**config.mk**
```make
export PLATFORM = sky130hd
export DESIGN_NAME = mdu_unit
export DESIGN_NICKNAME = d
export VERILOG_FILES = /design/src/rtl/mdu_pkg.sv /design/src/rtl/mdu_div_core.sv /design/src/rtl/mdu_unit.sv
export SDC_FILE = /design/constraint.sdc
export NUM_CORES = 1
export LEC_CHECK = 0
export BUFFER_PORTS_ARGS = -buffer_cell sky130_fd_sc_hd__buf_2
export CORE_MARGIN = 4
export CORE_UTILIZATION = 35
export CTS_BUF_LIST = sky130_fd_sc_hd__clkbuf_8
export DETAILED_ROUTE_END_ITERATION = 8
export SLEW_MARGIN = 20
export SYNTH_ARGS = -nofsm -noshare
export SYNTH_HDL_FRONTEND = slang
export SYNTH_SLANG_ARGS = --single-unit
export TNS_END_PERCENT = 1
```
**constraint.sdc**
```tcl
create_clock -name clk -period 7.87 [get_ports clk]
set_input_delay 0.787 -clock clk [delete_from_list [all_inputs] [get_ports clk]]
set_output_delay 0.787 -clock clk [all_outputs]
set_load 0.02 [all_outputs]
```
**src/rtl/mdu_pkg.sv**
```systemverilog
// mdu_pkg: op encodings, FSM states and helpers shared by the multiply/divide unit.
package mdu_pkg;
   localparam logic [2:0] MDU_OP_NONE  = 3'd0;
   localparam logic [2:0] MDU_OP_MULT  = 3'd1;
   localparam logic [2:0] MDU_OP_MULTU = 3'd2;
   localparam logic [2:0] MDU_OP_DIV   = 3'd3;
   localparam logic [2:0] MDU_OP_DIVU  = 3'd4;
   localparam logic [2:0] MDU_OP_MTHI  = 3'd5;
   localparam logic [2:0] MDU_OP_MTLO  = 3'd6;
   localparam logic [1:0] MDU_IDLE = 2'd0;
   localparam logic [1:0] MDU_MUL  = 2'd1;
   localparam logic [1:0] MDU_DIV  = 2'd2;
   localparam logic [1:0] MDU_DONE = 2'd3;
   localparam int MDU_ITER = 32;
   function automatic logic [31:0] condNeg(input logic [31:0] x, input logic n);
      return n ? 32'd0 - x : x;
   endfunction
endpackage

```
**src/rtl/mdu_div_core.sv**
```systemverilog
// mdu_div_core: radix-2 restoring divider on magnitudes, one quotient bit per step.
module mdu_div_core (
   input  logic        clk,
   input  logic        start,
   input  logic        step,
   input  logic [31:0] dividend,
   input  logic [31:0] divisor,
   output logic [31:0] quoNext,
   output logic [31:0] remNext
);
   logic [31:0] quo, rem, dsr;
   logic [32:0] trial;
   // a zero divisor never borrows, so it yields all-ones quotient and remainder = dividend
   assign trial   = {rem, quo[31]} - {1'b0, dsr};
   assign quoNext = {quo[30:0], ~trial[32]};
   assign remNext = trial[32] ? {rem[30:0], quo[31]} : trial[31:0];
   always_ff @(posedge clk) begin
      if (start) begin
         quo <= dividend;
         rem <= '0;
         dsr <= divisor;
      end else if (step) begin
         quo <= quoNext;
         rem <= remNext;
      end
   end
endmodule

```
**src/rtl/mdu_unit.sv**
```systemverilog
// mdu_unit: iterative multiply/divide unit owning HI/LO with EX-stage ready handshake.
// Defining MDU_FAST_MUL_EN replaces the 32-cycle multiply with a single-cycle one.
module mdu_unit
   import mdu_pkg::*;
(
   input  logic        clk,
   input  logic        resetn,
   input  logic [2:0]  MDUOpE,
   input  logic [31:0] SrcAE,
   input  logic [31:0] SrcBE,
   input  logic        MemStall,
   input  logic        ExceptDealM,
   output logic        MDUReadyE,
   output logic [31:0] HIOut,
   output logic [31:0] LOOut
);
   logic [1:0]  state;
   logic [4:0]  cnt;
   logic [31:0] magA, absA, absB, quoNext, remNext, res_hi, res_lo, finHi, finLo;
   logic [63:0] acc, accNext, prod;
   logic [32:0] sum;
   logic        negRes, negRem, isSigned, isMul, isDiv, startMul, signA, signB, busy, commitOk, lastIter;
   assign isSigned = MDUOpE == MDU_OP_MULT || MDUOpE == MDU_OP_DIV;
   assign isMul    = MDUOpE == MDU_OP_MULT || MDUOpE == MDU_OP_MULTU;
   assign isDiv    = MDUOpE == MDU_OP_DIV || MDUOpE == MDU_OP_DIVU;
   assign signA    = isSigned && SrcAE[31];
   assign signB    = isSigned && SrcBE[31];
   assign absA     = condNeg(SrcAE, signA);
   assign absB     = condNeg(SrcBE, signB);
   assign commitOk = !MemStall && !ExceptDealM;
   assign lastIter = cnt == 5'(MDU_ITER - 1);
`ifdef MDU_FAST_MUL_EN
   logic [63:0] fastMag, fastProd;
   assign startMul = 1'b0;
   assign fastMag  = {32'd0, absA} * {32'd0, absB};
   assign fastProd = (signA ^ signB) ? 64'd0 - fastMag : fastMag;
`else
   assign startMul = isMul;
`endif
   // shift-add: low half starts as the multiplier and is consumed from bit 0
   assign sum     = {1'b0, acc[63:32]} + (acc[0] ? {1'b0, magA} : 33'd0);
   assign accNext = {sum, acc[31:1]};
   assign prod    = negRes ? 64'd0 - accNext : accNext;
   assign finHi   = state == MDU_MUL ? prod[63:32] : condNeg(remNext, negRem);
   assign finLo   = state == MDU_MUL ? prod[31:0] : condNeg(quoNext, negRes);
   // ready depends on op and state only, keeping the hazard-unit path loop-free
   assign busy      = (state == MDU_IDLE && (startMul || isDiv)) || state == MDU_MUL || state == MDU_DIV;
   assign MDUReadyE = !resetn || !busy;
   mdu_div_core divCore (
      .clk     (clk),
      .start   (state == MDU_IDLE && isDiv),
      .step    (state == MDU_DIV),
      .dividend(absA),
      .divisor (absB),
      .quoNext (quoNext),
      .remNext (remNext)
   );
   always_ff @(posedge clk) begin
      if (!resetn) begin
         state <= MDU_IDLE;
         cnt   <= '0;
         HIOut <= '0;
         LOOut <= '0;
      end else if (state == MDU_IDLE) begin
         // a flushed EX op must not start, or it would commit later
         if (!ExceptDealM && (startMul || isDiv)) begin
            state  <= startMul ? MDU_MUL : MDU_DIV;
            cnt    <= '0;
            magA   <= absA;
            acc    <= {32'd0, absB};
            negRes <= signA ^ signB;
            negRem <= signA;
         end else if (commitOk) begin
            if (MDUOpE == MDU_OP_MTHI) HIOut <= SrcAE;
            if (MDUOpE == MDU_OP_MTLO) LOOut <= SrcAE;
`ifdef MDU_FAST_MUL_EN
            if (isMul) begin
               HIOut <= fastProd[63:32];
               LOOut <= fastProd[31:0];
            end
`endif
         end
      end else if (ExceptDealM) begin
         state <= MDU_IDLE;
      end else if (state == MDU_DONE) begin
         if (!MemStall) begin
            HIOut <= res_hi;
            LOOut <= res_lo;
            state <= MDU_IDLE;
         end
      end else begin
         cnt <= cnt + 5'd1;
         acc <= accNext;
         if (lastIter) begin
            state  <= MDU_DONE;
            res_hi <= finHi;
            res_lo <= finLo;
         end
      end
   end
endmodule

```
==> Word level (Yosys, flattened, before mapping) <==
Index checks and enable logic that the tools add are counted.
{ "totals": {"ff_bits": 329, "in_bits": 71} }
{ "classes": {"bitwise_logic": 5, "add_sub_neg": 8, "eq_ne": 19, "mux": 40, "reduce_logical": 28} }
{ "ops": {"columns": ["op", "count"], "rows": [
  ["2-to-1 mux 32 bit", 24],
  ["2-to-1 mux 64 bit", 5],
  ["subtractor 1 x 32 -> 32 bit, first input constant", 4],
  ["subtractor 1 x 64 -> 64 bit, first input constant", 1],
  ["adder 32 x 32 -> 33 bit", 1],
  ["subtractor 33 x 32 -> 33 bit", 1],
  ["2-to-1 mux 5 bit", 4],
  ["2-to-1 mux 2 bit", 7],
  ["AND reduction 6 bit", 2],
  ["inequality test 2 x 1 -> 1 bit, second input constant", 5],
  ["equality test 3 bit, second input constant", 3],
  ["AND reduction 3 bit", 3],
  ["logical OR 1 bit", 7],
  ["equality test 3 x 2 -> 1 bit, second input constant", 2],
  ["logical AND 1 bit", 6],
  ["inequality test 2 bit, second input constant", 3],
  ["adder 5 x 1 -> 5 bit, second input constant", 1],
  ["equality test 5 bit, second input constant", 1],
  ["AND reduction 5 bit", 1],
  ["equality test 2 bit, second input constant", 2],
  ["logical NOT 1 bit", 4],
  ["inequality test 4 bit, second input constant", 1],
  ["inverter 1 bit", 4],
  ["AND reduction 4 bit", 1],
  ["other kinds (6)", 7]
]} }

==> Longest topological paths before layout <==
Gate-level depths: netlist of run 1.
{ "depth": {"depth_word": 8, "mapped_depth": 25, "mapped_depth_nobuf": 22} }

==> Cells and area by module <==
Synthesis of run 1 repeated with hierarchy kept, for this count alone.
{ "unflattened": {"cells_unflattened": 2344, "area_unflattened_um2": 22004.9} }
{ "by_module_without_submodules": {"columns": ["mod", "seq_area_each_um2", "cells_each", "area_per_inst_um2", "n_inst"], "rows": [
  ["mdu_unit", 6286.0, 1689, 15927.8, 1],
  ["mdu_div_core", 2562.5, 655, 6077.1, 1]
]} }

==> Least setup slack after synthesis of run 1 <==
OpenSTA, ideal clock, no wires.
{ "synth_path": {"path_type": "flip-flop to flip-flop", "start": "register divCore.quo[31]", "end": "register res_hi[30], data pin", "slack_ns": 1.199, "arrival_time_ns": 6.392, "period_less_slack_ns": 6.671, "path_stages_with_launch": 25, "required_ns": 7.591, "cell_sequence": "edfxtp_1 -> inv_1 -> ha_1 -> inv_1 -> fa_1 -> a211oi_1 -> o21a_1 -> a21boi_1 -> o211ai_1 -> nand4_1 -> nand2_1 -> clkbuf_1 -> buf_1 -> clkbuf_1 -> mux2i_1 -> ha_1 -> nand2_1 -> or3_1 -> or4_1 -> or4_1 -> o41ai_1 -> nand3_1 -> o21ai_0 -> xor2_1 -> mux2i_1"} }
{ "synth_via": {"elab_chain_cells": 5} }
{ "synth_lines": {"columns": ["element", "line_no", "text"], "rows": [
  ["from (decl)", "mdu_div_core.sv:11", "logic [31:0] quo, rem, dsr;"],
  ["from (signal assigned)", "mdu_div_core.sv:19", "quo <= dividend;"],
  ["from (signal assigned)", "mdu_div_core.sv:23", "quo <= quoNext;"],
  ["subtractor 33 x 32 -> 33 bit", "mdu_div_core.sv:14", "assign trial = {rem, quo[31]} - {1'b0, dsr};"],
  ["2-to-1 mux 32 bit *", "mdu_div_core.sv:16", "assign remNext = trial[32] ? {rem[30:0], quo[31]} : trial[31:0];"],
  ["subtractor 1 x 32 -> 32 bit", "mdu_pkg.sv:16", "return n ? 32'd0 - x : x;"],
  ["2-to-1 mux 32 bit *", "mdu_pkg.sv:16", null],
  ["2-to-1 mux 32 bit *", "mdu_unit.sv:44", "assign finHi = state == MDU_MUL ? prod[63:32] : condNeg(remNext, negRem);"],
  ["net finHi[30]", "mdu_unit.sv:19", "logic [31:0] magA, absA, absB, quoNext, remNext, res_hi, res_lo, finHi, finLo;"],
  ["to (signal assigned)", "mdu_unit.sv:96", "res_hi <= finHi;"],
  ["to (decl)", "mdu_unit.sv:19", null]
]} }
The timed path passes the listed nets; every way through them passes the cells marked *.
A chain may end at the register's enable or synchronous reset.

==> Final worst setup path of run 1 <==
Same ends and word-level chain as after synthesis.

==> results of run 1 <==
logic make-up (layout without fill, tap and decap cells):
logic type	count (synthesis)	in the layout	share of synthesized area, %
xor+xnor	236	236	9.54
flops	329	329	40.8
simple gates	886	886	19.1
compound gates	557	557	16.7
fa+ha+maj	78	78	4.57
buf+inv	200	335	3.46
other cells	0	2	0
mux	124	124	5.86
cell usage in the layout, fill, tap and decap left out, drive strengths merged, types with 19 or more instances in the layout:
cell type,netlist,layout
mux2i,110,110
or3,24,24
nand3,26,26
nor2,327,327
nor3,46,46
nand4,20,20
a211oi,102,102
nor4,28,28
nand2,257,257
buf,19,156
inv,76,101
or4,20,20
ha,76,76
o41ai,20,20
xor2,108,108
dfxtp,103,103
o31ai,36,36
xnor2,128,128
edfxtp,226,226
nand2b,19,19
and2,55,55
a21oi,135,135
o21ai,138,138
a21o,26,26
clkbuf,105,68
cells in the mapped netlist (45+ instances only):
master and instances:
mux2i_1 110, clkbuf_1 105, nor3_1 45, and2_1 54, ha_1 76, dfxtp_1 103
nor2_1 327, nand2_1 257, a211oi_1 102, edfxtp_1 226, a21oi_1 135, xnor2_1 128
inv_1 74, o21ai_0 134, xor2_1 108
report_power, final:
part / switching, uW / total [uW] / internal (uW)
Combinational: 3320 / 5110 / 1790
Clock: 757 / 1570 / 816
Sequential: 321 / 2730 / 2410
cell type report:
type	instances	area share, %
flip-flops and latches	329	36.5
clock buffers	68	3.86
diodes	2	0.0207
inverters	76	1.18
multi-input cells	1881	50.1
well taps	782	4.04
clock inverters	35	0.780
repair buffers	156	3.44
sequential cells by signal (all words and copies together) (netlist names), 32 cells and up:
| register | flops |
|---|---|
| magA | 32 |
| LOOut | 32 |
| divCore.rem | 32 |
| acc | 64 |
| res_lo | 32 |
| res_hi | 32 |
| HIOut | 32 |
| divCore.quo | 32 |
| divCore.dsr | 32 |
through the flow:
step,hold slack [ns],setup slack [ns]
2_1_floorplan,0.452,1.20
3_3_place_gp,0.459,1.52
3_5_place_dp,0.472,1.37
4_1_cts,0.392,1.32
5_1_grt,0.409,0.739
6_report,0.438,1.24
critical path: cells and delay by family, from the launching register on:
family	cells	cell delay [ns]
DFF	1	0.41
and+or+nand+nor	6	1.96
adders and majority gates	3	0.88
xor gates and xnor gates	1	0.16
muxes	1	0.08
AOI/OAI and AO/OA	8	2.33
buffers and inverters	4	0.52
layer usage:
layer / vias to the layer above / share of wire [%] / track usage (%)
met5: - / 0.017 / 0
met4: 2 / 3.6 / 7.80
met3: 122 / 8.1 / 4.16
met2: 677 / 44 / 32.6
met1: 9047 / 44 / 29.0
li1: 8923 / - / -
how the worst min path moves through the flow:
stage                     slack (ns)              to
after global routing            0.41  divCore.dsr[0]
after floorplan                 0.45          cnt[4]
after CTS                       0.39  divCore.dsr[0]
after global placement          0.46          cnt[4]
final                           0.44  divCore.dsr[0]
after detailed placement        0.47          cnt[4]
==> results.sh, run 1 <==
export IMPL_netlist_instances=2410
export IMPL_yosysWarnings=0
export IMPL_synthFlopType="edfxtp_1"
export IMPL_ys_ff_latch=329
export IMPL_hold_path_startpoint="SrcBE[0]"
export IMPL_crit_fanout=12
export IMPL_rrSetupSlack_ns=1.24
export IMPL_finalSetupViolations=0
export IMPL_layout_drive_gt1_share_pct=11.3
export IMPL_syn_area_sq_mm=0.0217
export IMPL_crit_required_ns=8.26
export IMPL_stdcell_area_sq_mm=0.0242
export IMPL_cp_start_kind="register"
export IMPL_max_clock_path_buffers=3
export IMPL_cts_inserted_buffers=57
export IMPL_startpoint="divCore.quo[31]"
export IMPL_initial_utilization_pct=35.6
export IMPL_routed_wl_um=72200
export IMPL_ant_nets=0
export IMPL_drtPass1Iterations=5
export IMPL_vias=18800
export IMPL_reg2reg_from="divCore.quo[31]"
export IMPL_critPathCaptureType="register"
export IMPL_area_growth_pct=11.7
export IMPL_antenna_found_initial=3
export IMPL_coreArea_sq_mm=0.0608
export IMPL_final_nets=2650
export IMPL_nFillCells=6128
export IMPL_grt_overflow_total=0
export IMPL_async_reset_ff_share_pct=0
export IMPL_path_cells="inv_1, ha_1, inv_1, fa_1, a211oi_1, o21a_1, a21boi_1, buf_4, o211a_1, o31ai_1, buf_4, nand2_2, o21ai_0, ha_1, nand2_1, or3_1, or4_1, or4_1, o41ai_1, nand3_1, o21ai_0, xor2_1, mux2i_1"
export IMPL_post_cts_buffers=0
export IMPL_worstReg2RegEnd="res_hi[30]"
export IMPL_synth_area_leaders="edfxtp_1, dfxtp_1, nor2_1, xnor2_1, mux2i_1"
export IMPL_skew_ns=0.0402
export IMPL_multi_input_area_sq_mm=0.0121
export IMPL_wl_per_cell_um=21.7
export IMPL_critPathArrivalTime_ns=7.01
export IMPL_numPortBuffers=135
export IMPL_grt_total_usage_pct=21.0
export IMPL_ctsHtreeMaxLevel=2
export IMPL_status="completed"
export IMPL_grt_pass1_wl_um=108000
export IMPL_maxCapViolations=0
export IMPL_dp_cells=3224
export IMPL_place_congestion=0.934
export IMPL_syn_area_per_cell_sq_um=8.99
export IMPL_max_stage_delay_ns=0.61
export IMPL_path_clk_slew_ns=0.06
export IMPL_first_global_vias=17800
export IMPL_register_area_sq_mm=0.00885
export IMPL_cts_sinks=329
export IMPL_hold_viol=0
export IMPL_cts_tree="yes"
export IMPL_crit_path_top_delay_cell="or4_1"
export IMPL_r2r_cells=23
export IMPL_cts_hold_buf=0
export IMPL_relSlewSlack_pct=23.1
export IMPL_fin_cells=3329
export IMPL_ys_seq_area_share_pct=40.8
export IMPL_clk_latency_ns=0.69
export IMPL_tightest_slew_ns=1.15
export IMPL_yosysTopAreaCellShare_pct=31.3
export IMPL_remaining_drc_errors=0
export IMPL_tns_ns=0
export IMPL_final_util_pct=39.8
export IMPL_max_freq_mhz=151
export IMPL_drt_iter0_markers=1918
export IMPL_ys_types=74
export IMPL_fp_dieH_um=257
export IMPL_critPathKind="register to register"
export IMPL_finalPower_uw=9420
export IMPL_via_per_inst=5.64
export IMPL_slew_violations=0
export IMPL_synth_edff_count=226
export IMPL_io_pins=136
export IMPL_syn_nets=2559
export IMPL_p_per_area_mw_per_mm2=389
export IMPL_leakage_uw=0.00941
export IMPL_die_area_sq_mm=0.0660
export IMPL_vdd_drop_max_uv=156
export IMPL_place_area_sq_mm=0.0231
export IMPL_min_path_cells=1
export IMPL_layout_min_cycle_time_ns=6.63
export IMPL_grt_start_max_net_pins=90
export IMPL_grt_setup_unrepaired="false"
export IMPL_cts_resized=0
export IMPL_root_buffer="clkbuf_8"
export IMPL_endpoint="res_hi[30]"
export IMPL_fp_dieW_um=257
export IMPL_fin_crit_sh_pct=84.2
export IMPL_yosys_area_top_type="edfxtp_1"
export IMPL_hold_class="input pin to register"
export IMPL_rows=90
export IMPL_place_hpwl_um=55500
No activity file was read; power rests on OpenSTA's default activity.
==> run 2, diff against run 1 <==
clock period = 5.7 ns   (was 7.87 ns; I/O delays follow)
==> results.sh, run 2 (synthesis results as in run 1) <==
export IMPL_critPathCaptureType="register"
export IMPL_max_clock_path_buffers=3
export IMPL_cts_inserted_buffers=60
export IMPL_crit_required_ns=6.11
export IMPL_final_common_cell="nor2_1"
export IMPL_finalSetupViolations=0
export IMPL_pwr_share_clk_pct=18.3
export IMPL_ctsHtreeMaxLevel=2
export IMPL_hold_class="input pin to register"
export IMPL_route_met2_wl_um=32700
export IMPL_regMostFlops="acc"
export IMPL_final_cell_mix="nor2_1, nand2_1, edfxtp_1"
export IMPL_wl_met1_um=32300
export IMPL_status="completed"
export IMPL_antenna_found_initial=4
export IMPL_skew_ns=0.0410
export IMPL_vias=18900
export IMPL_fp_dieW_um=257
export IMPL_reg2reg_from="divCore.quo[31]"
export IMPL_nFillCells=6034
export IMPL_met3_length_um=5340
export IMPL_pwr_share_seq_pct=27.5
export IMPL_finalPower_uw=13600
export IMPL_numPortBuffers=135
export IMPL_grt_pass1_wl_um=107000
export IMPL_hold_path_startpoint="resetn"
export IMPL_initial_utilization_pct=35.6
export IMPL_fin_crit_sh_pct=96.0
export IMPL_wl_per_cell_um=21.3
export IMPL_place_congestion=0.928
export IMPL_area_growth_pct=14.2
export IMPL_leakage_uw=0.00967
export IMPL_internal_power_uw=7390
export IMPL_first_global_vias=17600
export IMPL_hold_ws_ns=0.248
export IMPL_die_area_sq_mm=0.0660
export IMPL_crit_fanout=5
export IMPL_multi_input_area_sq_mm=0.0122
export IMPL_clk_latency_ns=0.68
export IMPL_routed_wl_um=71900
export IMPL_vdd_drop_max_uv=214
export IMPL_maxCapViolations=0
export IMPL_rows=90
export IMPL_via_per_inst=5.61
export IMPL_max_freq_mhz=183
export IMPL_place_hpwl_um=55800
export IMPL_final_nets=2690
export IMPL_layout_drive_gt1_share_pct=13.2
export IMPL_cts_sinks=329
export IMPL_startpoint="divCore.quo[31]"
export IMPL_comb_power_share_pct=54.2
export IMPL_remaining_drc_errors=0
export IMPL_path_clk_slew_ns=0.06
export IMPL_grt_overflow_total=0
export IMPL_drtPass1Iterations=6
export IMPL_coreArea_sq_mm=0.0608
export IMPL_tightest_slew_ns=1.05
export IMPL_layout_min_cycle_time_ns=5.47
export IMPL_io_pins=136
export IMPL_critPathKind="register to register"
export IMPL_ant_nets=0
export IMPL_cp_start_kind="register"
export IMPL_switchingPower_uw=6220
export IMPL_grt_total_usage_pct=20.8
export IMPL_register_area_sq_mm=0.00885
export IMPL_routed_top_layer="met4"
export IMPL_grt_start_max_net_pins=90
export IMPL_p_per_area_mw_per_mm2=550
export IMPL_root_buffer="clkbuf_8"
export IMPL_relSlewSlack_pct=30.1
export IMPL_critPathArrivalTime_ns=5.88
export IMPL_slew_violations=0
export IMPL_sw_frac_of_total_pct=45.7
export IMPL_cts_tree="yes"
export IMPL_hold_viol=0
export IMPL_largest_reg_flops=64
export IMPL_fp_dieH_um=257
export IMPL_drt_iter0_markers=1954
-- run 2: changes by cell type in the layout (fill, tap and decap cells not counted), moves of 2 or more --
cell	delta
o21ai_0	-3
inv_1	-10
buf_4	+37
o21ai_1	+2
clkbuf_8	-4
clkinv_2	+5
bufinv_16	+7
clkinv_1	+12
-- run 2: final timing paths --
kind / slack [ns] / depth (start not counted) / to
hold / removal: 0.25 / 3 / cnt[3]
setup reg to reg: 0.23 / 21 / res_hi[30]
setup / recovery: 0.23 / 21 / res_hi[30]
hold reg to reg: 0.48 / 2 / cnt[4]
-- run 2: what timing repair did --
item                                    4_1_cts  5_1_grt
hold buffers                                  0        0
setup buffers                                 0        2
endpoints found under the setup margin        0        4
resized for setup                             0        2
hold endpoints to repair                      0        0
-- run 2: through the flow --
step | setup slack (ns) | util [%] | instance area (sq um) | instances | TNS, ns
after floorplan | 0.0292 | - | 21800 | 2410 | 0
after global placement | 0.251 | 38.5 | 23400 | 3259 | 0
after detailed placement | 0.180 | 38.5 | 23400 | 3259 | 0
after CTS | 0.166 | 40.7 | 24700 | 3373 | 0
after global routing | -0.0430 | 40.7 | 24800 | 3376 | -0.0726
final | 0.226 | 40.7 | 24800 | 3376 | 0
-- run 2: power by group through the flow --
stage | clock [uW] | sequential [uW] | combinational (uW)
floorplan | 0 | 3690 | 5060
global placement | 0 | 3760 | 7120
detailed placement | 0 | 3780 | 7190
CTS | 2540 | 3730 | 7230
global route | 2640 | 3790 | 8000
finish | 2490 | 3750 | 7370
-- run 2: cell type report --
class / count / share of cell area [%]
multi-input cells: 1881 / 49.4
diodes: 1 / 0.0101
repair buffers: 193 / 4.49
flip-flops and latches: 329 / 35.7
well taps: 782 / 3.95
inverters: 76 / 1.15
clock inverters: 50 / 1.72
clock buffers: 64 / 3.56
-- run 2: metal layers --
metal,vias up,GRT usage [%]
met1,9105,29.6
met5,-,0
li1,9008,-
met3,78,2.97
met4,0,5.23
met2,748,33.2
-- run 2: critical path, cell delays in order (launching register included) --
cell and delay, ns:
edfxtp_1 0.43, inv_1 0.08, ha_1 0.16, inv_1 0.06, fa_1 0.41, a211oi_2 0.28, o21a_1 0.21, a21boi_2 0.10
o211ai_1 0.24, nand4_1 0.23, nand2_4 0.17, mux2i_4 0.25, ha_2 0.20, nand2_1 0.06, or3_1 0.31, or4_1 0.57
or4_4 0.55, o41ai_4 0.29, nand3_2 0.16, o21ai_1 0.19, xor2_1 0.17, mux2i_1 0.09
